==> src/rtl/pwm_decoder.sv <==
// PWM duty decoder: counts high samples of pwm_in over fixed CYCLES_PER_WINDOW-clock windows.
// Optional build macro PWM_DECODER_RESYNC_EN realigns the window on an unexpected rising edge.
module pwm_decoder #(
    parameter  int CYCLES_PER_WINDOW = 1024,
    localparam int CODE_WIDTH        = $clog2(CYCLES_PER_WINDOW)
) (
    input  logic                  clk,
    input  logic                  rst,
    input  logic                  pwm_in,
    output logic [CODE_WIDTH-1:0] code,
    output logic                  code_valid,
    output logic                  locked,
    output logic                  resync
);

    typedef enum logic {
        HUNT    = 1'b0,
        MEASURE = 1'b1
    } state_t;

    localparam logic [CODE_WIDTH-1:0] LAST_IDX = CODE_WIDTH'(CYCLES_PER_WINDOW - 1);
    localparam logic [CODE_WIDTH-1:0] IDX_ONE  = CODE_WIDTH'(1);
    localparam logic [CODE_WIDTH:0]   ACC_ONE  = (CODE_WIDTH + 1)'(1);

    // [0] metastability stage, [1] pwm_s, [2] pwm_d
    logic [2:0] sync_pipe;
    logic       pwm_s;
    logic       pwm_d;
    logic       rise;

    state_t                state;
    state_t                state_next;
    logic [CODE_WIDTH-1:0] idx;
    logic [CODE_WIDTH-1:0] idx_next;
    logic [CODE_WIDTH:0]   acc;
    logic [CODE_WIDTH:0]   acc_next;
    logic [CODE_WIDTH:0]   sum;
    logic [CODE_WIDTH-1:0] sat_code;
    logic [CODE_WIDTH-1:0] code_next;
    logic                  code_valid_next;
    logic                  window_end;
`ifdef PWM_DECODER_RESYNC_EN
    logic                  resync_next;
`endif

    always_ff @(posedge clk) begin
        if (rst) sync_pipe <= '0;
        else     sync_pipe <= {sync_pipe[1:0], pwm_in};
    end

    assign pwm_s = sync_pipe[1];
    assign pwm_d = sync_pipe[2];
    assign rise  = pwm_s & ~pwm_d;

    // acc is one bit wider so an all-high window (count == CYCLES_PER_WINDOW) is visible.
    assign sum        = acc + {{CODE_WIDTH{1'b0}}, pwm_s};
    assign sat_code   = sum[CODE_WIDTH] ? '1 : sum[CODE_WIDTH-1:0];
    assign window_end = (idx == LAST_IDX);

    always_comb begin
        state_next      = state;
        idx_next        = idx;
        acc_next        = acc;
        code_next       = code;
        code_valid_next = 1'b0;
`ifdef PWM_DECODER_RESYNC_EN
        resync_next     = 1'b0;
`endif
        case (state)
            HUNT: begin
                idx_next = '0;
                acc_next = '0;
                if (rise) begin
                    state_next = MEASURE;
                    idx_next   = IDX_ONE;
                    acc_next   = ACC_ONE;
                end
            end
            MEASURE: begin
`ifdef PWM_DECODER_RESYNC_EN
                // An edge off the window boundary means we drifted: drop the window, restart here.
                if (rise && idx != '0) begin
                    idx_next    = IDX_ONE;
                    acc_next    = ACC_ONE;
                    resync_next = 1'b1;
                end else
`endif
                if (window_end) begin
                    code_next       = sat_code;
                    code_valid_next = 1'b1;
                    idx_next        = '0;
                    acc_next        = '0;
                end else begin
                    idx_next = idx + IDX_ONE;
                    acc_next = sum;
                end
            end
            default: begin
                state_next = HUNT;
                idx_next   = '0;
                acc_next   = '0;
            end
        endcase
    end

    always_ff @(posedge clk) begin
        if (rst) begin
            state      <= HUNT;
            idx        <= '0;
            acc        <= '0;
            code       <= '0;
            code_valid <= 1'b0;
        end else begin
            state      <= state_next;
            idx        <= idx_next;
            acc        <= acc_next;
            code       <= code_next;
            code_valid <= code_valid_next;
        end
    end

`ifdef PWM_DECODER_RESYNC_EN
    always_ff @(posedge clk) begin
        if (rst) resync <= 1'b0;
        else     resync <= resync_next;
    end
`else
    assign resync = 1'b0;
`endif

    assign locked = (state == MEASURE);

endmodule

==> config.mk <==
export PLATFORM = sky130hd
export DESIGN_NAME = pwm_decoder
export DESIGN_NICKNAME = d
export VERILOG_FILES = /design/src/rtl/pwm_decoder.sv
export SDC_FILE = /design/constraint.sdc
export NUM_CORES = 1
export LEC_CHECK = 0
export BUFFER_PORTS_ARGS = -buffer_cell sky130_fd_sc_hd__buf_2
export CORE_ASPECT_RATIO = 1.25
export CORE_MARGIN = 5
export CORE_UTILIZATION = 56
export DETAILED_ROUTE_END_ITERATION = 6
export PLACE_DENSITY = 0.74
export SLEW_MARGIN = 40
export SYNTH_ARGS = -nofsm -noshare
export SYNTH_HDL_FRONTEND = slang
export SYNTH_SLANG_ARGS = --single-unit
==> constraint.sdc <==
create_clock -name clk -period 2.3 [get_ports clk]
set_input_delay 0.115 -clock clk [delete_from_list [all_inputs] [get_ports clk]]
set_output_delay 0.115 -clock clk [all_outputs]
set_load 0.01 [all_outputs]
# --- Word-level counts from Yosys, hierarchy flattened ---
# Cells that the tools add are included.
# W data, S select, Z words.
op_classes:
  n_addsub: 2
  n_eq_ne: 1
  muxes: 10
  bitwise_logic: 3
  n_reduce_logical: 2
op_table:
  columns: ["operator", "n"]
  rows:
  - ["$pmux W11 S2", 1]
  - ["$mux W10", 2]
  - ["$pmux W10 S2", 1]
  - ["$add A11 B1 Y11", 1]
  - ["$mux W11", 1]
  - ["$add A10 B1 Y10 const B", 1]
  - ["$eq A10 B10 Y1 const B", 1]
  - ["$mux W1", 5]
  - ["$not A1 Y1", 2]
  - ["$reduce_and A2 Y1", 1]
  - ["$reduce_or A2 Y1", 1]
  - ["$and A1 B1 Y1", 1]
word_totals:
  reg_bits: 36
  input_bits: 3
  wordCells: 24

# --- Logic depth before layout (Yosys ltp) ---
# Gate-level depths: netlist of run 1.
depth:
  word_depth: 4
  depth_mapped: 7
  mapped_depth_nobuf: 6

# --- Worst setup path after synthesis of run 1 ---
# Ideal clock, no wire load.
synth_path:
  kind: "register -> register"
  start: "register idx[0]"
  end: "register code[0]"
  arrival_time_ns: 1.649
  required_ns: 2.163
  setup_slack_ns: 0.513
  path_stages_with_launch: 6
  path_buffers: 0
  period_less_slack_ns: 1.787
  path_cell_list: "dfxtp_1 -> ha_1 -> nand3_2 -> or4_4 -> a211oi_4 -> a22oi_1"
synth_between:
  elab_chain_cells: 2
synth_lines:
  columns: ["item", "line_no", "source"]
  rows:
  - ["start: declaration", "33", "logic [CODE_WIDTH-1:0] idx;"]
  - ["start signal: assignment", "115", "idx <= idx_next;"]
  - ["$eq A10 B10 Y1", "58", "assign window_end = (idx == LAST_IDX);"]
  - ["$reduce_and A2 Y1 (no source line)", null, null]
  - ["end signal: assignment", "117", "code <= code_next;"]
  - ["end: declaration", "10", "output logic [CODE_WIDTH-1:0] code,"]
# No other way between the ends.
# A chain may end at the register's enable or synchronous reset.

# --- Worst setup path after layout of run 1 ---
layout_path:
  start: "register sync_pipe[1]"
  end: "register code[0]"
layout_between:
  elab_chain_cells: 2
layout_lines:
  columns: ["item", "line_no", "source"]
  rows:
  - ["start: declaration", "26", "logic [2:0] sync_pipe;"]
  - ["start signal: assignment", "48", "else sync_pipe <= {sync_pipe[1:0], pwm_in};"]
  - ["$add A11 B1 Y11", "56", "assign sum = acc + {{CODE_WIDTH{1'b0}}, pwm_s};"]
  - ["$mux W10", "57", "assign sat_code = sum[CODE_WIDTH] ? '1 : sum[CODE_WIDTH-1:0];"]
# No other way between the ends.

==> run metrics, run 1 <==
status=completed; routed wire length=2640 um; post-route cell area=1580 um^2; vias in the first global route=1052; Setup crit end kind=flop; CTS Buffer Depth=2; IO Pins=16; Crit Path Max Fanout=10; CTS root buf=clkbuf_4; total of max-cap violations=0; RSZ-0062 raised after global routing=false; die width=54.8 um; YS warnings=0; pwr dens=631 nW/um^2; post-synthesis register bit count=36; dpl cell area=1510 um^2; Critical Path AT=2.27 ns; min cycle time layout=2.06 ns; Startpoint Class=flop; WHS Path Cells=2; Compound-Gate Fraction of Synth Area=8.54%; final hold viol count=0; Setup-failing EPs final=0; Layout Nets=170; DRT iter0 DRCs=16; first-pass GRT wire length=4600 um; drt first pass iters=5; sequential cell area fraction in the yosys report=51.2%; overall routing resource usage=17.9%; die height=66.0 um; PortBufs=14; Resized Gates After CTS=0; Placer Congestion=0.754; Post-Synth Adder-Cell Area=2.67%; via/cell ratio=5.43; Worst Hold Class=input port to flop; Final Non-Filler Cells=198; drt drc=0; clk_lat worst skew=0.33 ns; reg2reg setup slack=0.24 ns; VDD IR max=0.479 mV; main combinational cell family by area after synthesis=simple AND/OR/NAND/NOR gates; capturing point of the worst reg2reg path=code[0]; Slew Viols, Final=0; Avg Inst Size Synth=9.77 um^2; CTS Hold Bufs=1; Reg-to-Reg Start=sync_pipe[1]; Core Region=2430 um^2; routed length per instance=13.3 um; commonest cells after routing, fill and taps aside=dfxtp_1 (36), nor2_1 (22), buf_2 (14), xor2_1 (13), nand2b_1 (9); Cells after Synth=144; detailed-placement wirelength estimate=1970 um; share of cells above drive strength 1=15.8%; Vias=1075; WS Path Type=flop to flop; Synth Net Count=150; final setup TNS=0 ns; Netlist Area Pre-Place=1410 um^2; Die ar.=3620 um^2; Starting Density=57.9%; Worst Min Path Start=rst; CTS tree=done; worst endpoint required time=2.51 ns; Final Cycle Share=89.7%; # Post-CTS Setup Buffers=0; worst reg2reg path depth=6; diode count=0; Synth Area in XOR/XNOR=10.6%; grt ovf=0; hold worst-path end=sync_pipe[0]; TritonCTS buffer count=5; most common cell after layout, fill and taps aside=dfxtp_1; initial antenna violation count=0; WHS=0.139 ns; post-synthesis mux area share=0%; clock sinks=36; largest net degree at the start of global routing=18; H-tree depth=2; final antenna-violating net count=0; Static Leak=0.625 nW; clock skew=0.00251 ns; fmax=0.485 GHz; fin util=65.1%; DP Cell Count=189; row cnt=20; clk slew on worst S/H paths=0.09 ns; Synth cell types=28; Synth Area in Simple Gates=23.8%; synthesis-to-layout area growth=12.4%
power by group:
group | switching (mW) | internal, mW | total, mW
Sequential | 0.00340 | 0.628 | 0.631
Combinational | 0.0143 | 0.0107 | 0.0250
Clock | 0.190 | 0.151 | 0.341
cell type report:
type	instances	area [um^2]
clock buffers	8	58.8
fillers	230	847
inverters	5	18.8
multi-input cells	99	646
flip-flops and latches	36	721
well taps	33	41.3
repair buffers	17	95.1
through the flow:
stage | setup WS, ns | power, mW
floorplan | 0.513 | 0.662
global placement | 0.335 | 0.668
detailed placement | 0.239 | 0.670
CTS | 0.221 | 1.01
global route | 0.0699 | 1.05
finish | 0.237 | 0.998
synth_stat cells:
| master | n | area (um^2) |
|---|---|---|
| a311o_1 | 1 | 10.0 |
| and4b_1 | 1 | 10.0 |
| xnor2_1 | 4 | 35.0 |
| inv_1 | 5 | 18.8 |
| and4_1 | 3 | 26.3 |
| nor3_1 | 2 | 10.0 |
| dfxtp_1 | 36 | 721 |
| and4_2 | 1 | 10.0 |
| nor4_1 | 1 | 6.26 |
| nor2b_1 | 3 | 18.8 |
| nand4_1 | 5 | 31.3 |
| or4_4 | 1 | 11.3 |
| and3_1 | 1 | 6.26 |
| buf_4 | 1 | 7.51 |
| nor2_1 | 22 | 82.6 |
| nand2b_1 | 9 | 56.3 |
| a211oi_1 | 2 | 15.0 |
| a21oi_1 | 3 | 15.0 |
| buf_2 | 2 | 10.0 |
| a22oi_1 | 8 | 60.1 |
| xor2_1 | 13 | 114 |
| clkbuf_1 | 1 | 3.75 |
| nand3_2 | 1 | 10.0 |
| conb_1 | 1 | 3.75 |
| nand3_1 | 6 | 30.0 |
| nand2_1 | 7 | 26.3 |
| a211oi_4 | 1 | 20.0 |
| ha_1 | 3 | 37.5 |
flip-flops by register name, indices dropped and copies added (netlist names):
register    cells
acc            11
code           10
code_valid      1
idx            10
locked          1
sync_pipe       3
worst max-delay path by stage:
stage / start / end / slack (ns) / depth (start not counted)
floorplan: idx[0] / code[0] / 0.51 / 5
global placement: sync_pipe[1] / code[4] / 0.33 / 6
detailed placement: idx[0] / code[0] / 0.24 / 5
CTS: sync_pipe[1] / code[0] / 0.22 / 6
global route: sync_pipe[1] / code[1] / 0.07 / 6
finish: sync_pipe[1] / code[0] / 0.24 / 6
worst max-delay path, cell delays in order (launching register included):
cell      delay [ns]
dfxtp_1         0.36
ha_1            0.21
ha_1            0.22
and4_1          0.28
nand3_1         0.18
a211oi_4        0.52
a22oi_1         0.17
kinds of logic after synthesis:
group,Yosys count
simple gates,63
flops,36
xor+xnor,17
compound gates,15
buf+inv,9
fa+ha+maj,3
other cells,1
routing by layer:
layer | track usage [%] | vias up | part of all wire (%)
met2 | 30.2 | 17 | 53
met5 | 0 | - | 0
li1 | - | 533 | -
met3 | 6.32 | 9 | 3.6
met1 | 18.5 | 516 | 40
met4 | 9.35 | 0 | 2.8
No activity file was read; power rests on OpenSTA's default activity.
==> run 2, diff against run 1 <==
ABC_AREA = 1   (was default)
CORE_UTILIZATION = 57   (was 56)
SLEW_MARGIN = default   (was 40)
==> run 2 against run 1 <==
Effect of this change:
- area after synthesis is 16% higher
- routed wire length up 14%
- global-route usage fell by 0.38 points
- flip-flop and latch count is the same
- synthesized cell count up 51%
- die area increased by 12%
- total power up 1.7%
- clock power is 4% higher
- final area rose by 14%
- worst setup slack gained 0.31 ns
==> run metrics, run 2 <==
pwr dens=565 nW/um^2 (was 631 nW/um^2); worst endpoint required time=2.54 ns (was 2.51 ns); Synth async-reset ratio=0% (unchanged); Slew Viols, Final=0 (unchanged); Worst Hold Class=flop to flop (was input port to flop); Layout Nets=242 (was 170); Final Cycle Share=76.3% (was 89.7%); clk_lat worst skew=0.34 ns (was 0.33 ns); drt first pass iters=4 (was 5); setup ws final=0.545 ns (was 0.237 ns); row cnt=21 (was 20); WHS=0.413 ns (was 0.139 ns); most common cell after layout, fill and taps aside=nand2_1 (was dfxtp_1); detailed-placement wirelength estimate=2270 um (was 1970 um); sequential cell area fraction in the yosys report=44.2% (was 51.2%); H-tree depth=2 (unchanged); CTS Buffer Depth=2 (unchanged); Worst Max-Slew Pin Slew=0.542 ns; via/cell ratio=4.97 (was 5.43); routed length per instance=11.1 um (was 13.3 um); Largest Register=acc (unchanged); Comb pwr share=2.9% (was 2.5%); P_int=0.789 mW (about the same); vias in the first global route=1381 (was 1052); Synth Net Count=223 (was 150); Die ar.=4040 um^2 (was 3620 um^2); Synth cell types=29 (was 28); die width=57.8 um (was 54.8 um); initial antenna violation count=0 (unchanged); YS warnings=0 (unchanged); top_reg_cell synth=dfxtp_1 (unchanged); die height=69.8 um (was 66.0 um); largest cells by area after synthesis=dfxtp_1 (44%), nand2_1 (13%), nor2_1 (11%) (was dfxtp_1 (51%), xor2_1 (8.1%), nor2_1 (5.9%)); Flop pwr share=62.3% (was 63.3%); WS Path Type=flop to flop (unchanged); clock sinks=36 (unchanged); # Post-CTS Setup Buffers=0 (unchanged); final setup TNS=0 ns (unchanged); dpl cell area=1710 um^2 (was 1510 um^2); Cells after Synth=217 (was 144); post-synthesis register bit count=36 (unchanged); total of max-cap violations=0 (unchanged); Vias=1347 (was 1075); grt ovf=0 (unchanged); Starting Density=60.2% (was 57.9%); Crit Path Max Fanout=10 (unchanged); commonest cells after routing, fill and taps aside=nand2_1 (56), nor2_1 (47), dfxtp_1 (36), inv_1 (19), buf_2 (14) (was dfxtp_1 (36), nor2_1 (22), buf_2 (14), xor2_1 (13), nand2b_1 (9)); Core Region=2710 um^2 (was 2430 um^2); routed wire length=3000 um (was 2640 um); Static Leak=0.848 nW (was 0.625 nW); share of cells above drive strength 1=17.7% (was 15.8%); Startpoint Class=flop (unchanged); Worst slew margin=63.9%; Avg Inst Size Synth=7.51 um^2 (was 9.77 um^2); CTS tree=done (unchanged); Critical Path AT=2.00 ns (was 2.27 ns); PortBufs=14 (unchanged); share of the synthesized area in the top cell type=44.2% (was 51.2%); top-count cell post-synth=nand2_1 (was dfxtp_1); status=completed (unchanged); synthesis-to-layout area growth=10.2% (was 12.4%); max reg flops=11 (unchanged); drt drc=0 (unchanged); largest net degree at the start of global routing=20 (was 18); Resized Gates After CTS=0 (unchanged); pre-CTS WS=0.545 ns (was 0.239 ns); final hold viol count=0 (unchanged); IO Pins=16 (unchanged); first-pass GRT wire length=5580 um (was 4600 um); Setup-failing EPs final=0 (unchanged); Final Non-Filler Cells=271 (was 198); Placer Congestion=0.830 (was 0.754); VDD IR max=0.408 mV (was 0.479 mV); Sw Share=22.3% (was 20.9%); diode count=0 (unchanged); DP Cell Count=260 (was 189); Synth top cells by count=nand2_1 (56), nor2_1 (47), dfxtp_1 (36) (was dfxtp_1 (36), nor2_1 (22), xor2_1 (13)); final antenna-violating net count=0 (unchanged); fmax=0.570 GHz (was 0.485 GHz); clock skew=0.00835 ns (was 0.00251 ns); RSZ-0062 raised after global routing=false (unchanged); clk slew on worst S/H paths=0.09 ns (about the same); min cycle time layout=1.76 ns (was 2.06 ns); DRT iter0 DRCs=31 (was 16); Yosys top cell by area=dfxtp_1 (unchanged); Setup crit end kind=flop (unchanged); post-route cell area=1800 um^2 (was 1580 um^2); Clock Power Share=34.8% (was 34.2%); Netlist Area Pre-Place=1630 um^2 (was 1410 um^2); Net Sw Power=0.226 mW (was 0.208 mW); Post-synth EDFFs=0 (unchanged); Regs by FF count=acc x11, code x10, idx x10 (unchanged); overall routing resource usage=17.5% (was 17.9%); TritonCTS buffer count=5 (unchanged); CTS root buf=clkbuf_4 (unchanged)
run 2: cells by family (layout without fill, tap and decap cells):
| family | after synthesis | after routing | synth area share [%] |
|---|---|---|---|
| simple gates | 128 | 128 | 34.2 |
| flops | 36 | 36 | 44.2 |
| buf+inv | 25 | 45 | 6.75 |
| compound gates | 20 | 20 | 10.2 |
| xor+xnor | 4 | 4 | 2.15 |
| fa+ha+maj | 3 | 3 | 2.30 |
| other cells | 1 | 1 | 0.230 |
run 2: path summary, 6_finish.rpt:
path	slack (ns)	depth (start not counted)	end	start
setup / recovery	0.54	9	code[0]	sync_pipe[1]
hold / removal	0.41	2	sync_pipe[1]	sync_pipe[0]
setup reg to reg	0.54	9	code[0]	sync_pipe[1]
hold reg to reg	0.41	2	sync_pipe[1]	sync_pipe[0]
run 2: per-layer routing:
layer  up-vias  GRT usage, %  wire [um]
met5         -             0          0
met4         0          7.73         72
li1        715             -          -
met2        23          31.4       1600
met3         7          6.52        125
met1       602          17.2       1200
run 2: cell type report:
type,count,area [um^2]
fillers,225,910
repair buffers,17,100
inverters,20,75.1
clock buffers,8,58.8
well taps,34,42.5
multi-input cells,156,800
flip-flops and latches,36,721
run 2: power by group through the flow:
stage	logic, mW	clock network, mW	registers [mW]
floorplan	0.0201	0	0.646
global placement	0.0246	0	0.647
detailed placement	0.0253	0	0.647
CTS	0.0295	0.363	0.632
global route	0.0341	0.391	0.634
finish	0.0294	0.353	0.632
run 2: per-stage QoR:
step	util (%)	power, mW
floorplan	-	0.667
global placement	63.1	0.671
detailed placement	63.1	0.672
CTS	66.4	1.02
global route	66.4	1.06
finish	66.4	1.01
run 2: worst max-delay path, cell delays in order (launching register included):
cell	delay [ns]
dfxtp_1	0.36
ha_1	0.21
ha_1	0.22
nand2_1	0.09
nor2_1	0.23
nand3_1	0.12
nand2_2	0.19
nand2_1	0.10
nor2_1	0.10
nor2_1	0.05
run 2: repair_timing:
| item | CTS | global route |
|---|---|---|
| endpoints found under the setup margin | 0 | 0 |
| endpoints found under the hold margin | 3 | 0 |
| hold buffers | 3 | 0 |
==> run 3, diff against run 2 <==
clock period = 1.8 ns   (was 2.3 ns; I/O delays follow)
==> run 3 against run 2 <==
Effect of this change:
- cell count grew 1.1%
- worst setup slack lost 0.33 ns
- routed wire length grew 6.6%
- total power grew 28%
- via count grew 2.7%
- core utilization grew 1.5 points
- maximum frequency grew 11%
- global-route usage grew 0.97 points
- combinational power grew 31%
- final area grew 2.2%
- flip-flop and latch count is the same
- critical path depth is the same
- critical endpoint is now code[1]
- largest cell class unchanged
- largest power group unchanged
==> run metrics, run 3 (synthesis gave the netlist of run 2 again) <==
grt ovf=0 (unchanged); diode count=0 (unchanged); routed length per instance=11.7 um (was 11.1 um); DRT iter0 DRCs=43 (was 31); Static Leak=0.867 nW (was 0.848 nW); pre-CTS WS=0.137 ns (was 0.545 ns); initial antenna violation count=0 (unchanged); hold worst-path end=sync_pipe[1] (unchanged); die height=69.8 um (unchanged); drt drc=0 (unchanged); TritonCTS buffer count=5 (unchanged); power consumption=1.29 mW (was 1.01 mW); worst endpoint required time=2.05 ns (was 2.54 ns); Vias=1384 (was 1347); clk_lat worst skew=0.34 ns (about the same); Slew Viols, Final=0 (unchanged); crit-path cells=ha_1 -> ha_2 -> nand2_1 -> nor2_4 -> nand3_1 -> nand2_4 -> nand2_1 -> nor2_1 -> nor2_1 (was ha_1 -> ha_1 -> nand2_1 -> nor2_1 -> nand3_1 -> nand2_2 -> nand2_1 -> nor2_1 -> nor2_1); dpl cell area=1730 um^2 (was 1710 um^2); Core Region=2710 um^2 (unchanged); row cnt=21 (unchanged); Regs by FF count=acc x11, code x10, idx x10 (unchanged); Max stage delay on crit path=0.35 ns (was 0.36 ns); Setup-failing EPs final=0 (unchanged); CTS Buffer Depth=2 (unchanged); Fill cells=230 (was 225); PortBufs=14 (unchanged); Die ar.=4040 um^2 (unchanged); post-route cell area=1840 um^2 (was 1800 um^2); Largest Register=acc (unchanged); clk slew on worst S/H paths=0.11 ns (was 0.09 ns); VDD IR max=0.536 mV (was 0.408 mV); clock skew=0.00443 ns (was 0.00835 ns); Starting Density=60.2% (unchanged); capturing point of the worst reg2reg path=code[1] (was code[0]); Placer Congestion=0.870 (was 0.830); Worst Min Path Start=sync_pipe[0] (unchanged); Worst Max-Slew Pin Slew=0.567 ns (was 0.542 ns); overall routing resource usage=18.4% (was 17.5%); final antenna-violating net count=0 (unchanged); die width=57.8 um (unchanged); routed wire length=3200 um (was 3000 um); Layout Nets=245 (was 242); WHS Path Cells=2 (unchanged); first-pass GRT wire length=5770 um (was 5580 um); CTS tree=done (unchanged); H-tree depth=2 (unchanged); share of cells above drive strength 1=20.4% (was 17.7%); largest net degree at the start of global routing=20 (unchanged); Worst Hold Class=flop to flop (unchanged); Worst slew margin=62.2% (was 63.9%); setup ws final=0.214 ns (was 0.545 ns); WHS=0.454 ns (was 0.413 ns); reg2reg setup slack=0.21 ns (was 0.54 ns); Crit Path Max Fanout=10 (unchanged); Final Cycle Share=88.1% (was 76.3%); min cycle time layout=1.59 ns (was 1.76 ns); RSZ-0062 raised after global routing=false (unchanged); worst reg2reg path depth=9 (unchanged); total of max-cap violations=0 (unchanged); status=completed (unchanged); most common cell after layout, fill and taps aside=nand2_1 (unchanged); drt first pass iters=4 (unchanged); final hold viol count=0 (unchanged); CTS root buf=clkbuf_4 (unchanged); via/cell ratio=5.05 (was 4.97); max reg flops=11 (unchanged); synthesis-to-layout area growth=12.7% (was 10.2%); final setup TNS=0 ns (unchanged); detailed-placement wirelength estimate=2370 um (was 2270 um); fmax=0.631 GHz (was 0.570 GHz); CP max-delay cell=dfxtp_1 (unchanged); clock sinks=36 (unchanged); pwr dens=705 nW/um^2 (was 565 nW/um^2); IO Pins=16 (unchanged); Reg-to-Reg Start=sync_pipe[1] (unchanged); commonest cells after routing, fill and taps aside=nand2_1 (56), nor2_1 (46), dfxtp_1 (36), inv_1 (19), buf_2 (14) (was nand2_1 (56), nor2_1 (47), dfxtp_1 (36), inv_1 (19), buf_2 (14)); vias in the first global route=1382 (was 1381); Critical Path AT=1.83 ns (was 2.00 ns); Startpoint Class=flop (unchanged); # Post-CTS Setup Buffers=0 (unchanged); WS Path Type=flop to flop (unchanged); Setup crit end kind=flop (unchanged)
==> run 3: worst max-delay path, delay by kind of cell (launching register included) <==
family / cells / cell delay (ns)
fa+ha+maj: 2 / 0.39
flops: 1 / 0.35
simple gates: 7 / 0.75
==> run 3: per-layer routing <==
layer  vias to the layer above  part of all wire, %  GRT usage, %
met5                         -                    0             0
met4                         0                  3.6          12.6
met3                        11                  2.6          3.72
met2                        16                   54          33.8
met1                       639                   40          17.6
li1                        718                    -             -
==> run 3: repair_timing <==
item,in CTS,in global routing
resized for setup,0,4
hold endpoints to repair,3,0
hold buffers,3,0
endpoints found under the setup margin,0,11
==> run 3: per-stage QoR <==
| stage | cells | utilization (%) |
|---|---|---|
| 2_1_floorplan | 217 | - |
| 3_3_place_gp | 263 | 63.9 |
| 3_5_place_dp | 263 | 63.9 |
| 4_1_cts | 274 | 67.3 |
| 5_1_grt | 274 | 67.9 |
| 6_report | 274 | 67.9 |
==> run 3: where the power goes <==
part / total, mW / switching, mW / internal, mW
logic: 0.0384 / 0.0264 / 0.0121
clock network: 0.448 / 0.262 / 0.186
registers: 0.808 / 0.00524 / 0.803
==> run 3: worst max-delay path by stage <==
stage | startpoint | endpoint | slack, ns
final | sync_pipe[1] | code[1] | 0.21
after CTS | sync_pipe[1] | code[0] | 0.10
after floorplan | sync_pipe[1] | code[0] | 0.32
after global routing | sync_pipe[1] | code[3] | 0.03
after detailed placement | sync_pipe[1] | code[1] | 0.14
after global placement | sync_pipe[1] | code[0] | 0.23
==> run 3: cell type report <==
| type | count | area [um^2] | share of cell area (%) |
|---|---|---|---|
| flip-flops and latches | 36 | 721 | 39.2 |
| multi-input cells | 156 | 815 | 44.3 |
| repair buffers | 20 | 123 | 6.68 |
| well taps | 34 | 42.5 | 2.32 |
| clock buffers | 6 | 51.3 | 2.79 |
| inverters | 20 | 75.1 | 4.09 |
| clock inverters | 2 | 10.0 | 0.545 |
